[src/rtl/text_glyph_sequencer_pkg.sv]
// Shared video timing constants and FSM encoding for the text-mode glyph sequencer.
package text_glyph_sequencer_pkg;

  localparam int COLS      = 64;
  localparam int TEXT_ROWS = 30;
  localparam int GLYPH_W   = 10;
  localparam int GLYPH_H   = 16;
  localparam int ADDR_W    = 11;

  typedef enum logic [2:0] {
    ST_IDLE,
    ST_ADDR,
    ST_CHAR,
    ST_GLYPH,
    ST_READY,
    ST_RUN,
    ST_DEAD
  } state_t;

endpackage

[src/rtl/text_glyph_sequencer_glyph_shift_reg.sv]
// Glyph row shifter (LSB = next pixel) with a one-deep prefetch buffer for the next character.
module glyph_shift_reg
  import text_glyph_sequencer_pkg::*;
#(
  parameter int WIDTH = GLYPH_W
) (
  input  logic             clk,
  input  logic             rst,
  input  logic             load,
  input  logic             pre_load,
  input  logic             swap,
  input  logic             shift,
  input  logic [WIDTH-1:0] din,
  output logic             lsb
);

  logic [WIDTH-1:0] shifter;
  logic [WIDTH-1:0] prefetch;

  // swap wins over shift: the last bit leaves through lsb while the next glyph lands
  always_ff @(posedge clk) begin
    if (rst) begin
      shifter  <= '0;
      prefetch <= '0;
    end else begin
      if (load)
        shifter <= din;
      else if (swap)
        shifter <= prefetch;
      else if (shift)
        shifter <= shifter >> 1;
      if (pre_load)
        prefetch <= din;
    end
  end

  assign lsb = shifter[0];

endmodule

[src/rtl/text_glyph_sequencer.sv]
// Text-mode pixel sequencer: fetches character codes and glyph rows, serialises pixels per line.
module text_glyph_sequencer
  import text_glyph_sequencer_pkg::*;
#(
  parameter int COLS      = text_glyph_sequencer_pkg::COLS,
  parameter int TEXT_ROWS = text_glyph_sequencer_pkg::TEXT_ROWS,
  parameter int GLYPH_W   = text_glyph_sequencer_pkg::GLYPH_W,
  parameter int GLYPH_H   = text_glyph_sequencer_pkg::GLYPH_H,
  parameter int ADDR_W    = text_glyph_sequencer_pkg::ADDR_W
) (
  input  logic                       clk,
  input  logic                       rst,
  input  logic                       frame_start,
  input  logic                       line_start,
  input  logic                       active,
  output logic [ADDR_W-1:0]          tb_addr,
  input  logic [7:0]                 tb_data,
  output logic [7:0]                 font_char,
  output logic [$clog2(GLYPH_H)-1:0] font_row,
  input  logic [GLYPH_W-1:0]         font_data,
  output logic                       pixel,
  output logic                       pixel_valid,
  output logic                       underrun
);

  localparam int GROW_W = $clog2(GLYPH_H);
  localparam int TROW_W = $clog2(TEXT_ROWS);
  localparam int COL_W  = $clog2(COLS);
  localparam int CNT_W  = $clog2(GLYPH_W);

  state_t              state;
  logic [COL_W-1:0]    col;
  logic [CNT_W-1:0]    cnt;
  logic [GROW_W-1:0]   glyph_row;
  logic [TROW_W-1:0]   text_row;
  logic                active_q;
  logic                rise, last_bit, last_col, line_end;
  logic                sh_load, sh_pre_load, sh_swap, sh_shift, sh_lsb;

  function automatic logic [ADDR_W-1:0] row_addr(input logic [TROW_W-1:0] trow,
                                                 input logic [COL_W-1:0]  c);
    return ADDR_W'(int'(trow) * COLS + int'(c));
  endfunction

  // cnt is the index of the pixel emitted at the coming edge
  always_comb begin
    rise        = active && !active_q;
    last_bit    = (cnt == CNT_W'(GLYPH_W - 1));
    last_col    = (col == COL_W'(COLS - 1));
    sh_load     = (state == ST_GLYPH);
    sh_shift    = active && (state == ST_READY || state == ST_RUN);
    sh_pre_load = (state == ST_RUN) && active && !last_col && (cnt == CNT_W'(3));
    sh_swap     = (state == ST_RUN) && active && last_bit && !last_col;
    line_end    = ((state == ST_RUN) && (!active || (last_bit && last_col))) ||
                  ((state == ST_DEAD) && !active);
  end

  glyph_shift_reg #(.WIDTH(GLYPH_W)) u_shift (
    .clk      (clk),
    .rst      (rst),
    .load     (sh_load),
    .pre_load (sh_pre_load),
    .swap     (sh_swap),
    .shift    (sh_shift),
    .din      (font_data),
    .lsb      (sh_lsb)
  );

  always_ff @(posedge clk) begin
    if (rst) begin
      state       <= ST_IDLE;
      tb_addr     <= '0;
      font_char   <= '0;
      font_row    <= '0;
      pixel       <= 1'b0;
      pixel_valid <= 1'b0;
      underrun    <= 1'b0;
      col         <= '0;
      cnt         <= '0;
      active_q    <= 1'b0;
    end else begin
      active_q    <= active;
      pixel       <= 1'b0;
      pixel_valid <= 1'b0;
      case (state)
        ST_IDLE, ST_ADDR, ST_CHAR, ST_GLYPH: begin
          if (rise) begin
            underrun <= 1'b1;
            state    <= ST_DEAD;
          end else begin
            case (state)
              ST_IDLE: if (line_start) begin
                tb_addr <= row_addr(text_row, '0);
                col     <= '0;
                cnt     <= '0;
                state   <= ST_ADDR;
              end
              ST_ADDR: state <= ST_CHAR;
              ST_CHAR: begin
                font_char <= tb_data;
                font_row  <= glyph_row;
                state     <= ST_GLYPH;
              end
              default: state <= ST_READY;
            endcase
          end
        end
        ST_READY: if (active) begin
          pixel       <= sh_lsb;
          pixel_valid <= 1'b1;
          cnt         <= CNT_W'(1);
          state       <= ST_RUN;
          if (!last_col)
            tb_addr <= row_addr(text_row, col + 1'b1);
        end
        ST_RUN: begin
          if (!active) begin
            state <= ST_IDLE;
          end else begin
            pixel       <= sh_lsb;
            pixel_valid <= 1'b1;
            // background fetch of the next column rides on the pixel count
            if (cnt == '0 && !last_col)
              tb_addr <= row_addr(text_row, col + 1'b1);
            if (cnt == CNT_W'(2) && !last_col) begin
              font_char <= tb_data;
              font_row  <= glyph_row;
            end
            if (last_bit) begin
              cnt <= '0;
              if (last_col)
                state <= ST_IDLE;
              else
                col <= col + 1'b1;
            end else begin
              cnt <= cnt + 1'b1;
            end
          end
        end
        ST_DEAD: if (!active) state <= ST_IDLE;
        default: state <= ST_IDLE;
      endcase
    end
  end

  // frame start overrides a line end landing on the same edge
  always_ff @(posedge clk) begin
    if (rst) begin
      glyph_row <= '0;
      text_row  <= '0;
    end else if (frame_start) begin
      glyph_row <= '0;
      text_row  <= '0;
    end else if (line_end) begin
      if (glyph_row == GROW_W'(GLYPH_H - 1)) begin
        glyph_row <= '0;
        text_row  <= (text_row == TROW_W'(TEXT_ROWS - 1)) ? '0 : text_row + 1'b1;
      end else begin
        glyph_row <= glyph_row + 1'b1;
      end
    end
  end

endmodule

[config.mk]
export PLATFORM = sky130hd
export DESIGN_NAME = text_glyph_sequencer
export DESIGN_NICKNAME = d
export VERILOG_FILES = /design/src/rtl/text_glyph_sequencer_pkg.sv /design/src/rtl/text_glyph_sequencer_glyph_shift_reg.sv /design/src/rtl/text_glyph_sequencer.sv
export SDC_FILE = /design/constraint.sdc
export NUM_CORES = 1
export LEC_CHECK = 0
export CAP_MARGIN = 15
export CORE_MARGIN = 2
export CORE_UTILIZATION = 54
export DETAILED_ROUTE_END_ITERATION = 10
export GPL_TIMING_DRIVEN = 0
export PLACE_DENSITY = 0.87
export SYNTH_ARGS = -nofsm -noshare
export SYNTH_HDL_FRONTEND = slang
export SYNTH_SLANG_ARGS = --single-unit
[constraint.sdc]
create_clock -name clk -period 2.3 [get_ports clk]
set_clock_uncertainty 0.1 [all_clocks]
set_input_delay 0.46 -clock clk [delete_from_list [all_inputs] [get_ports clk]]
set_output_delay 0.46 -clock clk [all_outputs]
set_load 0.05 [all_outputs]
---- After elaboration in Yosys (flattened, before gate mapping) ----
Cells that the tools add are included.
word-level totals
  output and inout bits ................... 26
  logic and storage cells ................. 130
  bits in registers ....................... 69
  bits of input ports ..................... 23
operators by class
  reduce and logical (&&, ||, !) cells .... 35
  bitwise gates (word level) .............. 2
  add/subtract/negate cells ............... 5
  muxes and demuxes ....................... 47
  eq/ne operators ......................... 27
operators with widths
  operator                                                                number
  11-bit two-way mux                                                      7
  4-bit two-way mux                                                       11
  6-bit two-way mux                                                       6
  11-bit case mux with 3 select lines                                     1
  8-bit two-way mux                                                       4
  10-bit two-way mux                                                      3
  3-bit two-way mux                                                       7
  2-bit inequality test (second input constant)                           10
  8-bit case mux with 2 select lines                                      1
  1-bit logical AND                                                       12
  3-bit case mux with 4 select lines                                      1
  4-bit case mux with 3 select lines                                      1
  6-bit case mux with 2 select lines                                      1
  11-bit by 6-bit adder with 11-bit output                                1
  5-bit AND reduction                                                     2
  3-bit equality test (second input constant)                             3
  3-bit case mux with 3 select lines                                      1
  4-bit by 1-bit adder with 4-bit output (second input constant)          2
  4-bit by 2-bit equality test with 1-bit output (second input constant)  2
  4-bit equality test (second input constant)                             2
  4-bit case mux with 2 select lines                                      1
  8-bit AND reduction                                                     1
  7-bit AND reduction                                                     1
  6-bit by 1-bit adder with 6-bit output (second input constant)          1
  other kinds (22)                                                        34

---- Logic depth before layout (Yosys ltp) ----
  depth in word-level cells ............... 6
  gate-level depth with buffers ........... 8
  gate-level depth less buffers ........... 7

---- Modules after synthesis ----
A second synthesis with hierarchy kept.
second synthesis, totals
  cell total of the unflattened synthesis .. 393
  area total of the unflattened synthesis .. 3337.0 µm²
modules (own cells, without submodules)
  module                times used  cells each  sequential area each (µm²)  area each (µm²)
  text_glyph_sequencer  1           286         980.9                       2411.1
  glyph_shift_reg       1           107         400.4                       925.9

---- Least setup slack after synthesis ----
OpenSTA, ideal clock, no wires.
  path kind ............................... register to register
  from .................................... register col[0]
  to ...................................... register font_char[1]
  setup slack ............................. 0.155 ns
  clock period less this slack ............ 2.145 ns
  cell stages (with the launch flop) ...... 9
  data arrival time ....................... 1.917 ns
  buffers on the path ..................... 2
  library setup time ...................... 0.128 ns
  cell sequence ........................... dfxtp_1 > ha_1 > nand3_1 > clkbuf_1 > o221ai_1 > a21oi_1 > buf_2 > mux2i_1 > nor2_1
between the ends
  longest elaborated chain between the ends .. 5
ends and longest elaborated chain
  item                                                        line                         source
  start: declaration                                          text_glyph_sequencer.sv:32   logic [COL_W-1:0] col;
  start signal: assignment                                    text_glyph_sequencer.sv:134  col <= col + 1'b1;
  6-bit equality test                                         text_glyph_sequencer.sv:49   last_col = (col == COL_W'(COLS - 1));
  1-bit logical NOT                                           text_glyph_sequencer.sv:125  if (cnt == CNT_W'(2) && !last_col) begin
  1-bit logical AND                                           text_glyph_sequencer.sv:125
  2-bit by 1-bit inequality test with 1-bit output (no line)  --
  5-bit AND reduction (no line)                               --
  end signal: assignment                                      text_glyph_sequencer.sv:100  font_char <= tb_data;
  end signal: assignment                                      text_glyph_sequencer.sv:126  font_char <= tb_data;
  end: declaration                                            text_glyph_sequencer.sv:18   output logic [7:0] font_char,
Every way passes these cells.
A chain may end at the register's enable or synchronous reset.

---- Final worst setup path ----
  from .................................... register state[2]
  to ...................................... register u_shift.shifter[8]
between the ends
  longest elaborated chain between the ends .. 6
ends and longest elaborated chain
  item                            line                                                    source
  start: declaration              text_glyph_sequencer.sv:31                              state_t state;
  start signal: assignment        text_glyph_sequencer.sv:71                              state <= ST_IDLE;
  start signal: assignment        text_glyph_sequencer.sv:89                              state <= ST_DEAD;
  start signal: assignment        text_glyph_sequencer.sv:96                              state <= ST_ADDR;
  3-bit equality test             text_glyph_sequencer.sv:51, text_glyph_sequencer.sv:53
  1-bit logical AND (3 in a row)  text_glyph_sequencer.sv:53                              sh_swap = (state == ST_RUN) && active && last_bit && !last_col;
  10-bit two-way mux              text_glyph_sequencer_glyph_shift_reg.sv:28              else if (swap)
  10-bit two-way mux              text_glyph_sequencer_glyph_shift_reg.sv:26              if (load)
  end signal: assignment          text_glyph_sequencer_glyph_shift_reg.sv:27              shifter <= din;
  end signal: assignment          text_glyph_sequencer_glyph_shift_reg.sv:29              shifter <= prefetch;
  end signal: assignment          text_glyph_sequencer_glyph_shift_reg.sv:31              shifter <= shifter >> 1;
  end: declaration                text_glyph_sequencer_glyph_shift_reg.sv:17              logic [WIDTH-1:0] shifter;
Parallel ways exist; a longest one is shown, timed or not.

==> run_results.csv <==
group,metric,value,unit
setup_path,critical_path_required,2.44,ns
die,pin_count,49,
clocking,cts_max_path_buffers,2,
setup_path,cp-endpoint,"u_shift.shifter[8]",
setup_path,crit_family,"buffers and inverters",
yosys,avgSynthCellArea,8.70,sq um
clocking,cts_hold_buffers,0,
layout,syn2layout_area_growth,26.2,%
setup_path,crit_chain,"clkbuf_1, clkbuf_1, a31oi_1, nor2b_1, clkbuf_2, a32oi_1, o21ai_1",
setup_path,path_depth,7,
setup_path,max_stage_delay,0.43,ns
setup_path,critPathKind,"flop to flop",
drt,drc_errors,0,
drt,vias,3029,
layout,n_antenna_cell,0,
yosys,syn-cell-area,3270,sq um
sta,layout_min_cycle_time,2.21,ns
clocking,cts.sinks,69,
yosys,ys.flop_type,"dfxtp_1",
min_path,hold_path.startpoint,"u_shift.shifter[4]",
drt,drt_pass1_iterations,6,
clocking,numCtsBuffers,9,
power_and_ir_drop,power_density,794,nW/um^2
sta,rsz0062_at_grt,"yes",
setup_path,r2r_slack,0.09,ns
sta,period_share,96.1,%
setup_path,r2r-start,"state[2]",
outcome,status,"complete, no violations",
yosys,synthCells,376,
sta,maxSlewViolCount,0,
die,die_area,6690,sq um
die,fp.dieW,81.8,um
sta,holdWs,0.346,ns
grt,antenna_found_initial,0,
die,row_count,28,
yosys,synth-edff-count,0,
setup_path,worstSetupStartpoint,"state[2]",
setup_path,cp_max_fo,10,
placed_design,placed_area,3840,sq um
placed_design,gp_congestion,0.981,
power_and_ir_drop,power,3.28,mW
setup_path,cp_slowest_cell,"dfxtp_1",
placed_design,dp.cells,499,
grt,grt_pass1_vias,2883,
power_and_ir_drop,seq_power_share,39.5,%
yosys,async_reset_ff_share,0,%
placed_design,portBuffers,48,
grt,overflow,0,
placed_design,dp_hpwl,5.43,mm
yosys,ys_types,56,
setup_path,start_kind,"flop",
layout,layout-drive-gt1-share,9.73,%
grt,grt_pass1_wl,13.3,mm
layout,stdcell_area,4130,sq um
drt,vias_per_cell,5.86,
yosys,ys_ff_latch,69,
grt,grt_max_degree,13,
die,start_util,55.5,%
yosys,synth.area.top_cells,"dfxtp_1, mux2i_1, nor2_1",
yosys,synth_largest_area_cell,"dfxtp_1",
yosys,synth_nets,403,
setup_path,reg2reg_depth,7,
drt,ant_nets,0,
clocking,cts.reportedPaths.clkPinSlew,0.08,ns
layout,final_nets,464,
power_and_ir_drop,ir_worst_vdd,0.000536,V
setup_path,crit_path_end_kind,"flop",
drt,wl,8.10,mm
sta,hold_viol,0,
sta,finalSetupViolations,0,
yosys,yosysWarningCount,0,
drt,wl_per_cell,15.7,um
clocking,h-tree-depth,3,
yosys,ys_seq_area_share,42.3,%
sta,worst_slew_pin_slew,0.565,ns
clocking,cts_root_buf,"clkbuf_8",
drt,drt_iter0_markers,212,
power_and_ir_drop,switchingPower,1.07,mW
sta,fmax,452,MHz
setup_path,worst-path-buf-inv,3,
flow_run,drv_cap,0,
clocking,insertion_delay,0.35,ns
layout,fin_cells,517,
setup_path,r2r_end,"u_shift.shifter[8]",
power_and_ir_drop,p_leak,1.54,nW
power_and_ir_drop,intPower,2.21,mW
die,die_h,81.8,um
sta,max_slew_margin,61.4,%
power_and_ir_drop,swShare,32.6,%
setup_path,crit_top_cell,"clkbuf_1",
grt,grt_usage,25.9,%
min_path,hold_class,"flop to flop",
die,core_area,5890,sq um
power_and_ir_drop,p_clk_share,33.0,%
setup_path,cp_data_arrival_time,2.35,ns
yosys,synth_top_area_share,42.3,%
clocking,tritoncts,"yes",
power_and_ir_drop,pwr-share-comb,27.5,%
## area by class of cell
class,instances,area [sq um]
plain buffers,23,125
multi-input cells,277,1790
clock buffers,9,124
flip-flops and latches,69,1380
fillers,445,1760
well taps,75,93.8
clock inverters,7,90.1
repair buffers,51,503
inverters,6,22.5
## worst min-delay path by stage
stage	end	cells after the start
CTS	u_shift.shifter[4]	2
detailed placement	u_shift.shifter[4]	2
global placement	u_shift.shifter[0]	2
floorplan	u_shift.shifter[0]	2
global route	u_shift.shifter[5]	2
finish	u_shift.shifter[4]	2
## metal layers
metal,share of wire [%],wire (um),vias up,GRT usage (%)
met5,0,0,-,0
met4,3.2,257,0,15.0
met3,6.8,554,25,5.05
met2,46,3740,134,41.4
met1,44,3540,1409,32.6
li1,-,-,1461,-
## state kept, by name (all words and copies together) (netlist names)
signal            count
active_q              1
cnt                   4
col                   6
font_char             8
font_row              4
glyph_row             4
pixel                 1
pixel_valid           1
state                 3
tb_addr              11
text_row              5
u_shift.prefetch     10
u_shift.shifter      10
underrun              1
## power by group through the flow
stage / clock, mW / combinational (mW) / sequential, mW
finish: 1.08 / 0.900 / 1.29
global placement: 0 / 0.815 / 1.32
floorplan: 0 / 0.516 / 1.40
global route: 1.14 / 0.966 / 1.30
detailed placement: 0 / 0.827 / 1.32
CTS: 1.08 / 0.855 / 1.29
## worst register-to-register path: cells and delay by family, from the launching register on
| kind | cells | cell delay [ns] |
|---|---|---|
| buffers and inverters | 3 | 0.86 |
| flip-flops | 1 | 0.43 |
| AND/OR/NAND/NOR | 1 | 0.20 |
| AO/OA/AOI/OAI | 3 | 0.52 |
## cells in the mapped netlist, types with 2 or more instances
| cell type | number |
|---|---|
| a2111oi_0 | 2 |
| a21oi_1 | 24 |
| a221oi_1 | 3 |
| a311oi_1 | 2 |
| a31oi_1 | 5 |
| a32oi_1 | 2 |
| and2_1 | 2 |
| and3_1 | 2 |
| and3b_1 | 2 |
| buf_2 | 5 |
| buf_6 | 2 |
| clkbuf_1 | 15 |
| dfxtp_1 | 69 |
| ha_1 | 4 |
| inv_1 | 6 |
| mux2_1 | 8 |
| mux2i_1 | 34 |
| nand2_1 | 23 |
| nand2b_1 | 13 |
| nand3_1 | 7 |
| nand3b_1 | 2 |
| nand4_1 | 2 |
| nor2_1 | 58 |
| nor2b_1 | 7 |
| nor3_1 | 4 |
| nor4_2 | 2 |
| o21ai_0 | 14 |
| o21ai_1 | 16 |
| o22ai_1 | 2 |
| or2_1 | 2 |
| or2_2 | 3 |
| or3_1 | 7 |
| or4_1 | 2 |
| xor2_1 | 3 |
## logic make-up after synthesis
group,share of synthesized area [%]
buffers and inverters,4.21
AOI/OAI and AO/OA,15.3
and+or+nand+nor,22.7
adders and majority gates,1.53
xor gates and xnor gates,0.804
muxes,13.2
DFF,42.3
## placed cells by master, fill, tap and decap left out, types with 4 or more instances in the layout
master / count
nand2_1: 23
a21oi_1: 23
o21ai_1: 16
buf_4: 6
dfxtp_1: 69
nor2b_1: 7
clkdlybuf4s50_1: 48
o21ai_0: 14
nand2b_1: 12
nor3_1: 4
ha_1: 4
a31oi_1: 5
nand3_1: 7
mux2_1: 8
mux2i_1: 34
or3_1: 7
nor2_1: 57
inv_1: 6
clkbuf_1: 11
clkbuf_8: 9
## through the flow
| step | worst slack (ns) | TNS (ns) | utilization (%) |
|---|---|---|---|
| final | 0.0887 | 0 | 70.1 |
| after global routing | -0.0591 | -0.119 | 70.1 |
| after CTS | -0.0118 | -0.0118 | 69.2 |
| after detailed placement | -0.573 | -15.81 | 65.3 |
| after global placement | -0.513 | -14.35 | 65.3 |
| after floorplan | 0.155 | 0 | - |
## repair_timing
item | in CTS | in global routing
hold endpoints to repair | 0 | 0
pin swaps | 1 | 3
setup buffers | 1 | 2
gates resized for setup | 4 | 13
setup endpoints to repair | 29 | 45
(Power assumes the default switching activity.)
